## config.mk

```make
export PLATFORM = sky130hd
export DESIGN_NAME = hop_input_ctrl
export DESIGN_NICKNAME = d
export VERILOG_FILES = /design/src/rtl/hop_pkg.sv /design/src/rtl/btn_debounce.sv /design/src/rtl/hop_input_ctrl.sv
export SDC_FILE = /design/constraint.sdc
export NUM_CORES = 1
export LEC_CHECK = 0
export ABC_CLOCK_PERIOD_IN_PS = 1550
export BUFFER_PORTS_ARGS = -buffer_cell sky130_fd_sc_hd__buf_2
export CORE_MARGIN = 10
export CORE_UTILIZATION = 55
export DETAILED_ROUTE_END_ITERATION = 12
export GPL_TIMING_DRIVEN = 0
export HOLD_SLACK_MARGIN = 0.15
export PLACE_DENSITY_LB_ADDON = 0.25
export SLEW_MARGIN = 20
export SYNTH_ARGS = -nofsm -noshare
export SYNTH_HDL_FRONTEND = slang
export SYNTH_HIERARCHICAL = 1
export SYNTH_SLANG_ARGS = --single-unit
```

## constraint.sdc

```tcl
create_clock -name i_clk -period 1.55 [get_ports i_clk]
set_input_delay 0.2325 -clock i_clk [delete_from_list [all_inputs] [get_ports i_clk]]
set_output_delay 0.2325 -clock i_clk [all_outputs]
set_load 0.1 [all_outputs]
```

## src/rtl/hop_pkg.sv

```systemverilog
// rtl/hop_pkg.sv - shared direction/state types for the hop input and hop stages
package hop_pkg;

  typedef enum logic [1:0] {
    UP    = 2'd0,
    DOWN  = 2'd1,
    LEFT  = 2'd2,
    RIGHT = 2'd3
  } dir_t;

  typedef enum logic {
    IDLE     = 1'b0,
    COOLDOWN = 1'b1
  } hop_state_t;

  // rise[0]=up .. rise[3]=right; lower index wins on simultaneous presses
  function automatic dir_t press_priority(input logic [3:0] rise);
    if (rise[0])      return UP;
    else if (rise[1]) return DOWN;
    else if (rise[2]) return LEFT;
    else              return RIGHT;
  endfunction

endpackage

```

## src/rtl/btn_debounce.sv

```systemverilog
// rtl/btn_debounce.sv - 2-flop synchroniser, counting debouncer and press (0->1) pulse
module btn_debounce #(
  parameter int DB_CYCLES = 250000,
  parameter int DB_W      = 18
) (
  input  logic clk,
  input  logic rst_n,
  input  logic btn,
  output logic rise
);

  localparam logic [DB_W-1:0] CNT_LAST = DB_W'(DB_CYCLES - 1);

  logic            sync1;
  logic            sync2;
  logic            stable;
  logic            stable_q;
  logic [DB_W-1:0] cnt;

  always_ff @(posedge clk or negedge rst_n) begin
    if (!rst_n) begin
      sync1    <= 1'b0;
      sync2    <= 1'b0;
      stable   <= 1'b0;
      stable_q <= 1'b0;
      cnt      <= '0;
    end else begin
      sync1    <= btn;
      sync2    <= sync1;
      stable_q <= stable;
      if (sync2 == stable) begin
        cnt <= '0;
      end else if (cnt == CNT_LAST) begin
        stable <= ~stable;
        cnt    <= '0;
      end else begin
        cnt <= cnt + 1'b1;
      end
    end
  end

  assign rise = stable & ~stable_q;

endmodule

```

## src/rtl/hop_input_ctrl.sv

```systemverilog
// rtl/hop_input_ctrl.sv - debounced buttons to strobe-aligned, cooldown-spaced hop requests
module hop_input_ctrl #(
  parameter int DB_CYCLES   = 250000,
  parameter int DB_W        = 18,
  parameter int HOLD_FRAMES = 12,
  parameter int HF_W        = 8
) (
  input  logic i_clk,
  input  logic i_rst_n,
  input  logic i_ani_stb,
  input  logic i_enable,
  input  logic i_btn_up,
  input  logic i_btn_down,
  input  logic i_btn_left,
  input  logic i_btn_right,
  output logic o_up,
  output logic o_down,
  output logic o_left,
  output logic o_right,
  output logic o_pending,
  output logic o_busy
);

  import hop_pkg::*;

  logic [3:0]      btn_raw;
  logic [3:0]      rise;
  logic            press_any;
  dir_t            press_dir;
  hop_state_t      state;
  hop_state_t      state_next;
  logic [HF_W-1:0] cool_cnt;
  logic            pend_valid;
  dir_t            pend_dir;
  logic            issue;
  logic            busy;
  logic [3:0]      pulse;

  assign btn_raw = {i_btn_right, i_btn_left, i_btn_down, i_btn_up};

  for (genvar g = 0; g < 4; g++) begin : g_db
    btn_debounce #(
      .DB_CYCLES(DB_CYCLES),
      .DB_W     (DB_W)
    ) u_db (
      .clk  (i_clk),
      .rst_n(i_rst_n),
      .btn  (btn_raw[g]),
      .rise (rise[g])
    );
  end

  assign press_any = |rise;
  assign press_dir = press_priority(rise);

  always_ff @(posedge i_clk or negedge i_rst_n) begin
    if (!i_rst_n) state <= IDLE;
    else          state <= state_next;
  end

  always_comb begin
    state_next = state;
    if (!i_enable) begin
      state_next = IDLE;
    end else begin
      case (state)
        IDLE:     if (issue && HOLD_FRAMES > 0) state_next = COOLDOWN;
        COOLDOWN: if (i_ani_stb && cool_cnt <= HF_W'(1)) state_next = IDLE;
        default:  state_next = IDLE;
      endcase
    end
  end

  always_comb begin
    issue = (state == IDLE) && pend_valid && i_enable && i_ani_stb;
    busy  = (state == COOLDOWN);
  end

  always_ff @(posedge i_clk or negedge i_rst_n) begin
    if (!i_rst_n) begin
      cool_cnt <= '0;
    end else if (!i_enable) begin
      cool_cnt <= '0;
    end else if (issue) begin
      cool_cnt <= HF_W'(HOLD_FRAMES);
    end else if (state == COOLDOWN && i_ani_stb && cool_cnt != '0) begin
      cool_cnt <= cool_cnt - 1'b1;
    end
  end

  // A press landing on the issue cycle wins over the clear, so it is not lost
  always_ff @(posedge i_clk or negedge i_rst_n) begin
    if (!i_rst_n) begin
      pend_valid <= 1'b0;
      pend_dir   <= UP;
    end else if (!i_enable) begin
      pend_valid <= 1'b0;
    end else if (press_any) begin
      pend_valid <= 1'b1;
      pend_dir   <= press_dir;
    end else if (issue) begin
      pend_valid <= 1'b0;
    end
  end

  always_ff @(posedge i_clk or negedge i_rst_n) begin
    if (!i_rst_n)   pulse <= '0;
    else if (issue) pulse <= 4'b0001 << pend_dir;
    else            pulse <= '0;
  end

  assign o_up      = pulse[0];
  assign o_down    = pulse[1];
  assign o_left    = pulse[2];
  assign o_right   = pulse[3];
  assign o_pending = pend_valid;
  assign o_busy    = busy;

endmodule

```

## Word level (Yosys, flattened, before mapping)

Index checks and enable logic that the tools add are counted.

- Div/mod/pow operators: 0
- Bitwise operators: 17
- Reduce and logical (&&, ||, !) cells: 13
- Muxes and demuxes: 22
- Equality and inequality tests: 10
- Add/sub/neg operators: 5
- Shifts and indexed selects: 1
- Magnitude comparators: 1
- $mul: 0

Operator list:

| cell | number |
|---|---|
| 2-to-1 mux 18 bit | 8 |
| adder 18 x 1 -> 18 bit (second input constant) | 4 |
| == test 18 bit (second input constant) | 4 |
| 2-to-1 mux 8 bit | 3 |
| inverter 1 bit | 13 |
| AND reduction 2 bit | 5 |
| <= comparator 8 x 1 -> 1 bit (second input constant) | 1 |
| nonzero test 8 bit | 1 |
| subtractor 8 x 1 -> 8 bit (second input constant) | 1 |
| 2-to-1 mux 1 bit | 7 |
| logical AND 1 bit | 6 |
| != test 3 x 1 -> 1 bit (second input constant) | 2 |
| bitwise AND 1 bit | 4 |
| == test 1 bit | 4 |
| 2-to-1 mux 2 bit | 2 |
| 2-to-1 mux 4 bit | 1 |
| OR reduction 4 bit | 1 |
| left shift 1 x 2 -> 4 bit (first input constant) | 1 |
| case mux 1 bit (2 select lines) | 1 |

- Memories: 0
- Latch bits: 0
- RAM bits: 0
- Bits in read-only memories: 0
- Register bits after elaboration: 104

## Depth between registers and ports, before layout

- Depth after elaboration: 7
- Depth in mapped cells: 6

## Cells and area by module

Netlist, hierarchy kept.

By module, submodules not included:

| module | sequential area each (um^2) | area an instance (um^2) | times used | cells each |
|---|---|---|---|---|
| btn_debounce at g_db[0].u_db ... | 550.5 | 1,061.0 | 3 | 100 |
| btn_debounce at g_db[1].u_db | 550.5 | 1,076.0 | 1 | 99 |
| hop_input_ctrl | 400.4 | 865.8 | 1 | 88 |

## Worst setup path before layout

OpenSTA, ideal clock, no wires.

- Kind: register to register
- From: reg state, in the netlist o_busy
- To: reg cool_cnt[5]
- Buffers on the path: 0
- Slack: -515 ps
- Stages on the path, launching flop included: 4
- Data arrival time: 1,985 ps
- Required time: 1,470 ps
- Library setup time: 80 ps
- Path through: dfrtp_1 > nand3b_1 > a2111oi_0 > mux2i_1

- Longest elaborated chain between the ends: 6
- Elaborated cells on any way between the ends: 9

RTL lines:

| element | line | source |
|---|---|---|
| from (decl) | hop_input_ctrl.sv:30 | `hop_state_t state;` |
| from (signal assigned) | hop_input_ctrl.sv:58 | `else state <= state_next;` |
| inverter 1 bit | - |  |
| logical AND 1 bit (3 in series) | hop_input_ctrl.sv:75 | `issue = (state == IDLE) && pend_valid && i_enable && i_ani_stb;` |
| 2-to-1 mux 8 bit | hop_input_ctrl.sv:84 | `end else if (issue) begin` |
| 2-to-1 mux 8 bit | hop_input_ctrl.sv:82 | `end else if (!i_enable) begin` |
| to (signal assigned) | hop_input_ctrl.sv:85 | `cool_cnt <= HF_W'(HOLD_FRAMES);` |
| to (signal assigned) | hop_input_ctrl.sv:87 | `cool_cnt <= cool_cnt - 1'b1;` |
| to (decl) | hop_input_ctrl.sv:32 | `logic [HF_W-1:0] cool_cnt;` |

Several ways; a longest one is shown, not always the timed one.
A chain may end at the register's enable or synchronous reset.

## Worst setup path after layout

- From: reg cool_cnt[5]
- To: reg cool_cnt[7]

- Longest elaborated chain between the ends: 4
- Elaborated cells on any way between the ends: 7

RTL lines:

| element | line | source |
|---|---|---|
| subtractor 8 x 1 -> 8 bit | hop_input_ctrl.sv:87 |  |
| 2-to-1 mux 8 bit | hop_input_ctrl.sv:86 | `end else if (state == COOLDOWN && i_ani_stb && cool_cnt != '0) begin` |
| 2-to-1 mux 8 bit | hop_input_ctrl.sv:84 |  |
| 2-to-1 mux 8 bit | hop_input_ctrl.sv:82 |  |

Several ways; a longest one is shown, not always the timed one. The select of a mux whose other input is x is not followed.

==> results.txt <==
----------------------------------------------------
[Timing]
  Fin. Hold Viols ... 0
  Worst Max-Slew Pin Slew ... 494 ps
  Clock period minus final worst setup slack ... 1690 ps
  Worst clock skew ... 13.6 ps
  Crit share post-route ... 109%
  Max-slew violations ... 0
  Achievable Freq ... 591 MHz
  Remaining max-slew budget at the tightest pin ... approximately two thirds
  RSZ-0062 raised after global routing ... yes
  Accumulated negative setup slack ... -2190 ps
  Worst hold margin ... 269 ps
  Setup-failing EPs final ... 53
  Final worst slack ... -142 ps

[Placed design]
  Number of port buffers ... 11
  GPL Wtd Cong ... 0.850
  Final HPWL from detailed placement ... 6490 um
  Worst Setup Slack post-DPL ... -295 ps

[Synth]
  Cell type with the largest total area after synthesis ... dfrtp_1
  Avg Synthesized Cell Area ... 10.5 um^2
  Count of flip-flops with a built-in enable after synthesis ... 0
  Synth area leaders ... dfrtp_1, xor2_1, nor2_1, nand3_1, a21oi_1
  Warnings from Yosys ... 6
  Count of mapped cells out of synthesis ... about 490
  Syn Std Cell Area ... roughly 0.0051 mm^2
  Top-area cell type share of the netlist area ... 50.8%
  Count of distinct cell types in the synthesized netlist ... 51
  Share of synthesized area occupied by flip-flops and latches ... approximately 51%
  Syn Nets ... 502
  Fraction of registers with async set or reset after synthesis ... 100%
  FF+latch count, synth ... roughly 100
  Main synth FF type ... dfrtp_1

[Status]
  Violations in the final reports ... setup timing
  Result of the run ... finished with violations

[Routing]
  Antenna-violating nets left ... 0
  DRT Wirelength ... roughly 11,000 um
  First DRT Iteration DRCs ... 292
  Drt pass-1 iters ... 5
  Routed wirelength normalized by instance count ... 16.0 um
  Detail-routed via count per cell ... around 5.9
  Via total after detailed routing ... about 4,100
  Detailed-route DRC error count ... 0

[Finish]
  Leading cell type in the layout, fill and taps excluded ... dfrtp_1
  Number of antenna repair diodes ... 0
  Commonest cells after routing, fill and taps aside ... dfrtp_1, buf_4, xor2_1, nand2_1, nand3_1
  Fraction of final layout cells with drive strength greater than 1 ... 44.2%
  Net count of the finished layout ... 605
  Combined flip-flop and latch cell area ... between 0.002 and 0.003 mm^2
  Fill cell count ... 589
  Growth of design area from synthesis to finish ... 32.4%
  Area used by multi-input combinational logic ... 0.00297 mm^2

[Critical path]
  Crit path launch type ... register
  Crit. End Element ... register
  Reg2reg end ... cool_cnt[7]
  Worst reg-to-reg path cell count ... 3
  Required @ worst endpoint ... 1870 ps
  Worst R2R Setup Slack ... -140 ps
  CP arrival ... between 2000 and 2500 ps
  Critical Setup Path Class ... reg -> reg
  Largest fanout on the critical path ... 4
  Beginning of the worst register-to-register path ... cool_cnt[5]

[Clocking]
  Clock tree root driver cell ... clkbuf_8
  CTS tree ... built
  Insertion delay of the later-clocked pin in the worst-skew pair ... 380 ps
  CTS clock-pin slew for the worst setup and hold paths ... 100 ps
  CTS sink count ... 104
  CTS max path bufs ... 2
  H-tree levels ... 3
  CTS buffer count ... 9

[GRT]
  Pin count of the biggest net entering global routing ... 63
  Antenna violations before repair ... 0
  Number of global-route vias before repair ... 4,105
  First-pass GRT wire length ... 18,700 um
  GR Util All Layers ... 16.9%
  Overflow left after global routing ... 0

[Job]
  Max-capacitance violation count ... 0

[Power and ir drop]
  Reported leakage power ... between 2 and 3 nW
  Power density over cell area ... 691 mW/mm^2
  Total Power Consumption ... 4.69 mW
  Worst-case vdd ir drop ... 0.000657 V

[Worst hold path]
  Endpoint, Worst Hold ... cool_cnt[2]
  Type of the tightest min-delay check ... in -> reg
  Worst Hold Path Cells ... 2
  HP Start ... i_enable

[Floorplanning]
  Vertical die dimension ... 117 um
  Core area ... just over 0.009 mm^2
  Width of the die ... 117 um
  Initial standard-cell utilization of the core ... 56.0%
  Die area ... 0.0136 mm^2
  I/O pin cnt ... 14
  Row count ... 35

----------------------------------------------------
## metrics by stage
step	area, um^2	cells	util [%]
after floorplan	5160	487	-
after global placement	5350	609	58.5
after detailed placement	5380	610	58.8
after CTS	6280	685	68.6
after global routing	6790	706	74.2
final	6790	706	74.2
## power breakdown
group / switching [mW] / leakage [nW] / total (mW) / internal [mW]
clock: 0.944 / 0.0845 / 1.57 / 0.630
combinational: 0.184 / 1.35 / 0.329 / 0.145
sequential: 0.0357 / 1.40 / 2.79 / 2.75
## critical path, stage by stage, from the launching register on
cell	delay, ps
dfrtp_2	450
or4_4	560
or4b_4	510
a21oi_2	120
## layer usage
layer | vias to the layer above | part of all wire, % | track usage, %
met5 | - | 0 | 0
met4 | 0 | 1.3 | 4.78
met3 | 12 | 3.2 | 4.78
met2 | 69 | 52 | 28.8
met1 | 2072 | 44 | 20.5
li1 | 1989 | - | -
## Yosys cell counts (all sizes together) (10+ instances only)
| master | n |
|---|---|
| nand2 | 33 |
| dfrtp | 104 |
| a21oi | 30 |
| xor2 | 35 |
| or3 | 13 |
| nand3 | 36 |
| o21ai | 14 |
| nand4 | 11 |
| and4 | 18 |
| xnor2 | 10 |
| or4 | 15 |
| o31ai | 14 |
| nor2 | 58 |
| inv | 10 |
## worst max path at each step
stage | from | endpoint | slack, ps | depth (start not counted)
after global routing | cool_cnt[5] | cool_cnt[7] | -170 | 3
after detailed placement | cool_cnt[5] | cool_cnt[0] | -300 | 3
after floorplan | cool_cnt[4] | cool_cnt[7] | -30 | 3
final | cool_cnt[5] | cool_cnt[7] | -140 | 3
after global placement | i_rst_n | o_busy | -1220 | 1
after CTS | cool_cnt[4] | cool_cnt[7] | -90 | 3
## timing repair
| action | in CTS | in global routing |
|---|---|---|
| resized for setup | 73 | 94 |
| hold buffers | 5 | 0 |
| endpoints found under the hold margin | 46 | 0 |
| endpoints found under the setup margin | 85 | 86 |
| pin swaps | 31 | 38 |
| setup buffers | 51 | 20 |
| cloned | 3 | 1 |
## registers in the layout (all words and copies together), names as in the netlist
name / cells
cool_cnt: 8
g_db.u_db/cnt: 72
g_db.u_db/stable: 4
g_db.u_db/stable_q: 4
g_db.u_db/sync1: 4
g_db.u_db/sync2: 4
o_busy: 1
o_pending: 1
pend_dir: 2
pulse: 4
## cells by family after synthesis
group / share of synthesized area [%]
flip-flops: 50.8
AND/OR/NAND/NOR: 25.6
adder cells (fa/ha/maj): 1.71
multiplexers: 1.46
AO/OA/AOI/OAI: 10.3
XOR/XNOR: 7.69
buffers and inverters: 2.42
## layout make-up
| class | count | area share (%) |
|---|---|---|
| Multi-Input combinational cell | 363 | 43.7 |
| Sequential cell | 104 | 38.7 |
| Timing Repair Buffer | 92 | 11.0 |
| Tap cell | 111 | 2.05 |
| Clock buffer | 10 | 2.03 |
| Buffer | 10 | 1.33 |
| Clock inverter | 6 | 0.664 |
| Inverter | 10 | 0.553 |
Note: power is estimated with default switching activity, not from simulation.
